==> config.mk <==
export PLATFORM = sky130hd
export DESIGN_NAME = clock_comp_rx
export DESIGN_NICKNAME = d
export VERILOG_FILES = /design/src/rtl/clock_comp_rx.sv
export SDC_FILE = /design/constraint.sdc
export NUM_CORES = 2
export LEC_CHECK = 0
export CAP_MARGIN = 15
export CORE_UTILIZATION = 40
export DETAILED_ROUTE_END_ITERATION = 8
export PLACE_DENSITY = 0.53
export RECOVER_POWER = 50
export SLEW_MARGIN = 10
export SYNTH_ARGS = -nofsm -noshare
export SYNTH_HDL_FRONTEND = slang
export SYNTH_MEMORY_MAX_BITS = 65536
export SYNTH_SLANG_ARGS = --single-unit
==> constraint.sdc <==
create_clock -name i_clock -period 44.4 [get_ports i_clock]
set_input_delay 4.44 -clock i_clock [delete_from_list [all_inputs] [get_ports i_clock]]
set_output_delay 4.44 -clock i_clock [all_outputs]
set_load 0.005 [all_outputs]
==> src/rtl/clock_comp_rx.sv <==
// Receive-side clock compensation: buffers PCS blocks, drops alignment-marker slots
// and spends the bandwidth they free by inserting idles in front of incoming idles.
module clock_comp_rx #(
   parameter int  NB_DATA    = 66,
   parameter int  N_LANES    = 20,
   parameter int  NB_ADDR    = 6,
   parameter int  FILL_LEVEL = 20,
   parameter int  MAX_CREDIT = 2 * N_LANES,
   localparam int NB_CREDIT  = $clog2(MAX_CREDIT + 1)
) (
   // Stream ports carry no backpressure: i_valid qualifies i_data/i_am_tag in the
   // cycle it is high and is always accepted; o_valid qualifies o_data likewise.
   input  logic                 i_clock,
   input  logic                 i_reset_n,
   input  logic                 i_enable,
   input  logic                 i_valid,
   input  logic [NB_DATA-1:0]   i_data,
   input  logic                 i_am_tag,
   output logic [NB_DATA-1:0]   o_data,
   output logic                 o_valid,
   output logic                 o_underflow,
   output logic                 o_overflow,
   output logic [0:0]           o_dbg_state,
   output logic [NB_CREDIT-1:0] o_dbg_credit,
   output logic [NB_ADDR:0]     o_dbg_occupancy
);

   localparam int                 DEPTH    = 2 ** NB_ADDR;
   localparam logic [NB_ADDR:0]   DEPTH_L  = (NB_ADDR + 1)'(DEPTH);
   localparam logic [NB_ADDR:0]   FILL_L   = (NB_ADDR + 1)'(FILL_LEVEL);
   localparam logic [NB_CREDIT-1:0] MAX_L  = NB_CREDIT'(MAX_CREDIT);
   localparam logic [NB_DATA-1:0] PCS_IDLE = NB_DATA'(66'h1_e0_00_00_00_00_00_00_00);

   localparam logic [0:0] ST_FILL = 1'b0;
   localparam logic [0:0] ST_RUN  = 1'b1;

   logic [NB_DATA-1:0]   mem [0:DEPTH-1];
   logic [NB_ADDR-1:0]   wr_ptr;
   logic [NB_ADDR-1:0]   rd_ptr;
   logic [NB_ADDR:0]     occupancy;
   logic [NB_CREDIT-1:0] credit;
   logic [0:0]           state;

   logic [NB_DATA-1:0] head;
   logic               full;
   logic               empty;
   logic               in_data;
   logic               in_tag;
   logic               run_act;
   logic               underflow;
   logic               insert;
   logic               pop;
   logic               push;
   logic               drop;

   assign head      = mem[rd_ptr];
   assign full      = (occupancy == DEPTH_L);
   assign empty     = (occupancy == '0);
   assign in_data   = i_enable && i_valid && !i_am_tag;
   assign in_tag    = i_enable && i_valid && i_am_tag;
   assign run_act   = i_enable && (state == ST_RUN);
   assign underflow = run_act && empty;
   // An idle at the head is held back while credit remains, so the inserted idles
   // always land directly in front of a real idle in the output stream.
   assign insert    = run_act && !empty && (head == PCS_IDLE) && (credit != '0);
   assign pop       = run_act && !empty && !insert;
   // A pop in the same cycle frees a slot, so a full FIFO still accepts the write.
   assign push      = in_data && (!full || pop);
   assign drop      = in_data && full && !pop;

   always_ff @(posedge i_clock) begin
      if (push) begin
         mem[wr_ptr] <= i_data;
      end
   end

   always_ff @(posedge i_clock or negedge i_reset_n) begin
      if (!i_reset_n) begin
         wr_ptr    <= '0;
         rd_ptr    <= '0;
         occupancy <= '0;
      end else begin
         if (push) begin
            wr_ptr <= wr_ptr + 1'b1;
         end
         if (pop) begin
            rd_ptr <= rd_ptr + 1'b1;
         end
         case ({push, pop})
            2'b10:   occupancy <= occupancy + 1'b1;
            2'b01:   occupancy <= occupancy - 1'b1;
            default: occupancy <= occupancy;
         endcase
      end
   end

   always_ff @(posedge i_clock or negedge i_reset_n) begin
      if (!i_reset_n) begin
         credit <= '0;
      end else if (in_tag && insert) begin
         credit <= credit;
      end else if (in_tag && (credit < MAX_L)) begin
         credit <= credit + 1'b1;
      end else if (insert) begin
         credit <= credit - 1'b1;
      end
   end

   always_ff @(posedge i_clock or negedge i_reset_n) begin
      if (!i_reset_n) begin
         state <= ST_FILL;
      end else if (i_enable) begin
         case (state)
            ST_FILL: if (occupancy >= FILL_L) state <= ST_RUN;
            ST_RUN:  if (empty) state <= ST_FILL;
            default: state <= ST_FILL;
         endcase
      end
   end

   always_ff @(posedge i_clock or negedge i_reset_n) begin
      if (!i_reset_n) begin
         o_data      <= PCS_IDLE;
         o_valid     <= 1'b0;
         o_underflow <= 1'b0;
         o_overflow  <= 1'b0;
      end else if (!i_enable) begin
         o_valid     <= 1'b0;
         o_underflow <= 1'b0;
         o_overflow  <= 1'b0;
      end else begin
         o_data      <= pop ? head : PCS_IDLE;
         o_valid     <= (state == ST_RUN);
         o_underflow <= underflow;
         o_overflow  <= drop;
      end
   end

   assign o_dbg_state     = state;
   assign o_dbg_credit    = credit;
   assign o_dbg_occupancy = occupancy;

endmodule

## Word-level counts from Yosys, hierarchy flattened

Memories as Yosys holds them, arrays and structs flattened.
Cells that the tools add are included.
W data, S select, Z words.

| word-level totals | value |
|---|---|
| output and inout bits | 83 |
| input port bits | 71 |
| register bits | 95 |
| word-level logic and storage cells | 61 |
| memory bits (writable) | 4224 |
| memories | 1 |

| operators by class | value |
|---|---|
| add/sub/neg operators | 6 |
| mux-type cells | 12 |
| reductions and logical operators | 25 |
| equal/unequal tests | 4 |
| bitwise logic cells | 2 |
| order comparisons | 2 |

Memories:

| memory | depth | width | rd ports | clocked after Yosys merged registers in | wr ports | RTL line | source |
|---|---|---|---|---|---|---|---|
| mem | 64 | 66 | 1 | 0 | 1 | 37 | `logic [NB_DATA-1:0] mem [0:DEPTH-1];` |

Operators with widths:

| operator | count |
|---|---|
| $eq A66 B65 Y1 const B | 1 |
| $mux W66 | 1 |
| $add A6 B1 Y6 const B | 3 |
| $logic_and A1 B1 Y1 | 14 |
| $pmux W7 S2 | 1 |
| $mux W6 | 2 |
| $add A7 B1 Y7 const B | 1 |
| $eq A7 B7 Y1 const B | 1 |
| $ge A7 B5 Y1 const B | 1 |
| $logic_not A7 Y1 | 1 |
| $mux W1 | 7 |
| $sub A7 B1 Y7 const B | 1 |
| $lt A6 B6 Y1 const B | 1 |
| $reduce_bool A6 Y1 | 1 |
| $sub A6 B1 Y6 const B | 1 |
| $logic_not A1 Y1 | 5 |
| $reduce_bool A2 Y1 | 2 |
| $eq A2 B1 Y1 const B | 1 |
| $eq A2 B2 Y1 const B | 1 |
| $not A1 Y1 | 2 |
| $pmux W1 S2 | 1 |
| $reduce_and A2 Y1 | 1 |
| $logic_or A1 B1 Y1 | 1 |

## Depth between registers and ports, before layout

| logic depth | value |
|---|---|
| depth in word-level cells | 11 |
| gate-level depth with buffers | 30 |
| mapped depth without buffers | 21 |

## Worst setup path after synthesis

OpenSTA, ideal clock, no wires.

| timing | value |
|---|---|
| path kind | input to register |
| start point | in i_enable |
| end point | mem mem[8][0], enable pin |
| path slack | 27.840 ns |
| buffers on the path | 2 |
| library setup time | 0.842 ns |
| data required time | 43.558 ns |
| arrival | 15.718 ns |
| stages on the path | 12 |
| path through | nand2_1 inv_1 o21ai_0 a21oi_1 o21ai_0 nor4_1 nand4_1 or4_1 buf_4 nand2_4 buf_2 a2111oi_0 |

| between the ends | value |
|---|---|
| word-level cells in the longest chain between the ends | 10 |
| elaborated cells between the ends (all ways) | 12 |
| those cells by class | mux: 2; reduce/logical: 10 |

Ends and longest elaborated chain:

| what | RTL line | source |
|---|---|---|
| from (decl) | 15 | `input logic i_enable,` |
| $logic_and A1 B1 Y1 (*) | 61 | `assign run_act = i_enable && (state == ST_RUN);` |
| named net run_act | 49 | `logic run_act;` |
| $logic_and A1 B1 Y1 (*) | 65, 66 |  |
| $logic_and A1 B1 Y1 (2 in series) | 65 | `assign insert = run_act && !empty && (head == PCS_IDLE) && (credit != '0);` |
| $logic_not A1 Y1 | 66 | `assign pop = run_act && !empty && !insert;` |
| $logic_and A1 B1 Y1 (*) | 66 |  |
| $logic_or A1 B1 Y1 (*) | 68 | `assign push = in_data && (!full \|\| pop);` |
| $logic_and A1 B1 Y1 (*) | 68 |  |
| $mux W1 (*) | 72 | `if (push) begin` |
| $mux W1 (not written as such) (*) | 73 | `mem[wr_ptr] <= i_data;` |
| to (decl) | 37 |  |

The timed path passes the listed nets; every way through them passes the cells marked *.

## Final worst setup path

| timing | value |
|---|---|
| start point | in i_enable |
| end point | reg occupancy[6], in the netlist o_dbg_occupancy[6] |

| between the ends | value |
|---|---|
| word-level cells in the longest chain between the ends | 10 |
| elaborated cells between the ends (all ways) | 14 |
| those cells by class | eq/ne: 2; mux: 1; reduce/logical: 11 |

Ends and longest elaborated chain:

| what | RTL line | source |
|---|---|---|
| $logic_and A1 B1 Y1 (*) | 61 |  |
| named net run_act | 49 |  |
| $logic_and A1 B1 Y1 (*) | 65, 66 |  |
| $logic_and A1 B1 Y1 (2 in series) | 65 |  |
| $logic_not A1 Y1 | 66 |  |
| $logic_and A1 B1 Y1 (*) | 66 |  |
| $logic_or A1 B1 Y1 | 68 |  |
| $logic_and A1 B1 Y1 | 68 |  |
| $eq A2 B1 Y1 or $eq A2 B2 Y1 (tied branches) | 89 | `case ({push, pop})` |
| $pmux W7 S2 or $reduce_bool A2 Y1 (tied branches) | -- |  |
| to (signal assigned) | 90 | `2'b10: occupancy <= occupancy + 1'b1;` |
| to (signal assigned) | 91 | `2'b01: occupancy <= occupancy - 1'b1;` |
| to (signal assigned) | 92 | `default: occupancy <= occupancy;` |
| to (decl) | 40 | `logic [NB_ADDR:0] occupancy;` |

Marked as above.
A chain may end at the register's enable or synchronous reset.

==> results.ini <==
[status]
status = finished with violations
violations = capacitance limit, slew limit

[setup_path]
crit_required_ps = 45330
rr_worst_depth = 29
worstPathMaxFanout = 39
reg2reg_to = o_dbg_occupancy[6]
crit_family = buffers and inverters
cp-start-kind = primary input
worstSetupPathType = in2reg
crit_buf_inv = 6
setup.worst_path.end_class = flip-flop
critPathMaxStageDelay_ps = 1410
regToRegStartpoint = rd_ptr[0]
r2r_slack_ps = 32140
arrival_ps = 13550
slowest_stage = clkbuf_1

[timing]
rsz0062_at_grt = false
slew-limit-headroom = -2.41
tightest_slew_ps = 5120
max_freq_ghz = 0.0792
fin_worst_skew_ps = 84.1
period_share = 0.284
finalSetupViolations = 0
slew_violations = 4323
hold_violations = 0
fin_hold_ws_ps = 539
min_period_ps = 12620
fin_setup_tns_ps = 0

[clock_network]
cts-resized-gates = 0
hold_buffers = 0
clk-insertion-delay-late_ps = 1030
max-clock-path-buffers = 4
cts_made_buffers = 453
path_clk_slew_ps = 60
root_buffer = clkbuf_16
cts_sinks = 4319
cts_tree = yes
cts.htree.levels = 5
post_cts_buffers = 0

[yosys]
netlist.top_cell.by_area = edfxtp_1
ys.flop_type = edfxtp_1
synth-seq-area-share = 0.778
synth.distinct_cells = 80
synth_nets = 7852
syn-cell-area_um2 = 166000
synth_edf_count = 4224
yosysWarnings = 0
postSynthCellCount = 7771
syn_area_per_cell_um2 = 21.4
synthArstFlopShare = 0.0220
synth_top_area_share = 0.764
ys_ff_latch = 4319
synth_area_leaders = edfxtp_1, mux4_2, mux2i_1

[power]
pwr-share-seq = 0.381
switching_share = 0.351
power.leakage_uw = 0.0604
p_int_uw = 8030
power.total_uw = 12400
p_clk_frac = 0.301
ir_drop_mv = 0.0496
powerDensity_nw_per_um2 = 65.0
p_comb_frac = 0.318
power.switching_uw = 4350

[grt]
antenna_found_initial = 72
overflow = 0
grt_pass1_vias = 87800
grtUsageTotal = 0.289
grt_pass1_wl_mm = 811
grt_max_degree = 111

[die]
start_util = 0.402
rows = 236
coreArea_um2 = 413000
die_h_um = 646
die_area_um2 = 418000
chipWidth_um = 646
io_pins = 154

[worst_hold_path]
min_path_type = reg2reg
hold_path_depth = 2
hold_start = o_data[61]
hold_path_end = o_data[61]

[placed_design]
place.gp.congestion = 0.849
io_buffers = 153
place_hpwl_mm = 344
placed_area_um2 = 176000

[route]
num_vias = 91100
drcViolationCount = 0
viasPerCell = 6.41
ant_nets = 0
drt_wl_total_mm = 612
wl_per_cell_um = 43.1
drtPass1Iterations = 8
drtIter0Drc = 15700

[finish]
drive_gt1_frac = 0.229
final_common_cell = edfxtp_1
final_cell_mix = edfxtp_1, mux4_2, mux2i_1, clkbuf_16, buf_4
register_area_um2 = 129000
n_fill_cell = 34600
area_growth_pct = 14.6
fin_nets = 8377
fin_area_um2 = 190000
multi_input_area_um2 = 35500

[flow_run]
max_cap_viol_count = 71

==> how the worst max path moves through the flow <==
| stage | cells after the start | startpoint | slack [ps] | to |
|---|---|---|---|---|
| 2_1_floorplan | 12 | i_enable | 27840 | mem[8][0] |
| 3_3_place_gp | 25 | i_enable | 31800 | o_dbg_occupancy[6] |
| 3_5_place_dp | 25 | i_enable | 31800 | o_dbg_occupancy[6] |
| 4_1_cts | 29 | rd_ptr[0] | 32250 | o_dbg_occupancy[6] |
| 5_1_grt | 29 | rd_ptr[0] | 31580 | o_dbg_occupancy[6] |
| 6_report | 25 | i_enable | 31780 | o_dbg_occupancy[6] |
==> cells by family after synthesis <==
family	share of synthesized area
multiplexers	0.150
buffers and inverters	0.0142
AND/OR/NAND/NOR	0.0153
adder cells (fa/ha/maj)	0.000798
AO/OA/AOI/OAI	0.0402
flip-flops	0.778
XOR/XNOR	0.00105
==> synthesized netlist by cell type, drive strengths merged, types with 6 or more instances <==
cell / number
o21ai: 103
a211oi: 81
edfxtp: 4224
o211ai: 11
nand3: 61
o32ai: 12
a32o: 16
xnor2: 11
o2bb2ai: 21
nor3: 17
a21oi: 163
ha: 9
o311ai: 6
nand4: 17
buf: 304
a311oi: 6
nor2: 89
o221ai: 52
nor4: 17
and2: 16
mux4: 827
a211o: 10
o22ai: 34
nor2b: 25
a31oi: 50
nand2b: 12
a32oi: 9
mux2: 45
a221oi: 58
a22o: 57
or3: 7
mux2i: 585
nand2: 247
clkbuf: 158
inv: 15
a22oi: 197
nand3b: 7
xor2: 9
dfrtp: 91
and3: 11
a2111oi: 19
==> per-layer routing <==
layer	global-route usage	routed length [um]	share of wire	vias up
li1	-	-	-	33900
met1	0.402	236000	0.39	49900
met2	0.452	283000	0.46	6202
met3	0.0540	65200	0.11	1076
met4	0.115	27800	0.045	12
met5	0	83	0.00014	-
==> worst register-to-register path: cells and delay by family (launching register included) <==
kind	cells	cell delay [ps]
AOI/OAI and AO/OA	10	2240
DFF	1	860
adders and majority gates	2	670
xor gates and xnor gates	2	310
and+or+nand+nor	6	2700
buffers and inverters	9	5420
==> layout make-up <==
cell class / count / area share
clock inverters: 258 / 0.0125
repair buffers: 532 / 0.0218
diodes: 50 / 0.000657
flip-flops and latches: 4319 / 0.679
inverters: 17 / 0.000440
clock buffers: 575 / 0.0633
well taps: 5474 / 0.0360
multi-input cells: 2973 / 0.187
==> power by group through the flow <==
| stage | sequential, uW | clock [uW] | combinational [uW] |
|---|---|---|---|
| finish | 4720 | 3730 | 3930 |
| global route | 4720 | 3910 | 4010 |
| CTS | 4710 | 3760 | 3890 |
| detailed placement | 4790 | 0 | 3880 |
| global placement | 4790 | 0 | 3870 |
| floorplan | 4680 | 0 | 2150 |
==> sequential cells by signal (all words and copies together), names as in the netlist <==
| signal | count |
|---|---|
| o_dbg_occupancy | 7 |
| o_valid | 1 |
| mem | 4224 |
| o_dbg_state | 1 |
| o_underflow | 1 |
| wr_ptr | 6 |
| o_overflow | 1 |
| rd_ptr | 6 |
| o_dbg_credit | 6 |
| o_data | 66 |
==> per-stage QoR <==
step,worst slack (ps),util,std cells
2_1_floorplan,27840,-,7771
3_3_place_gp,31800,0.425,13300
3_5_place_dp,31800,0.426,13300
4_1_cts,32250,0.461,14100
5_1_grt,31580,0.460,14200
6_report,31780,0.461,14200
Note: power is estimated with default switching activity, not from simulation.
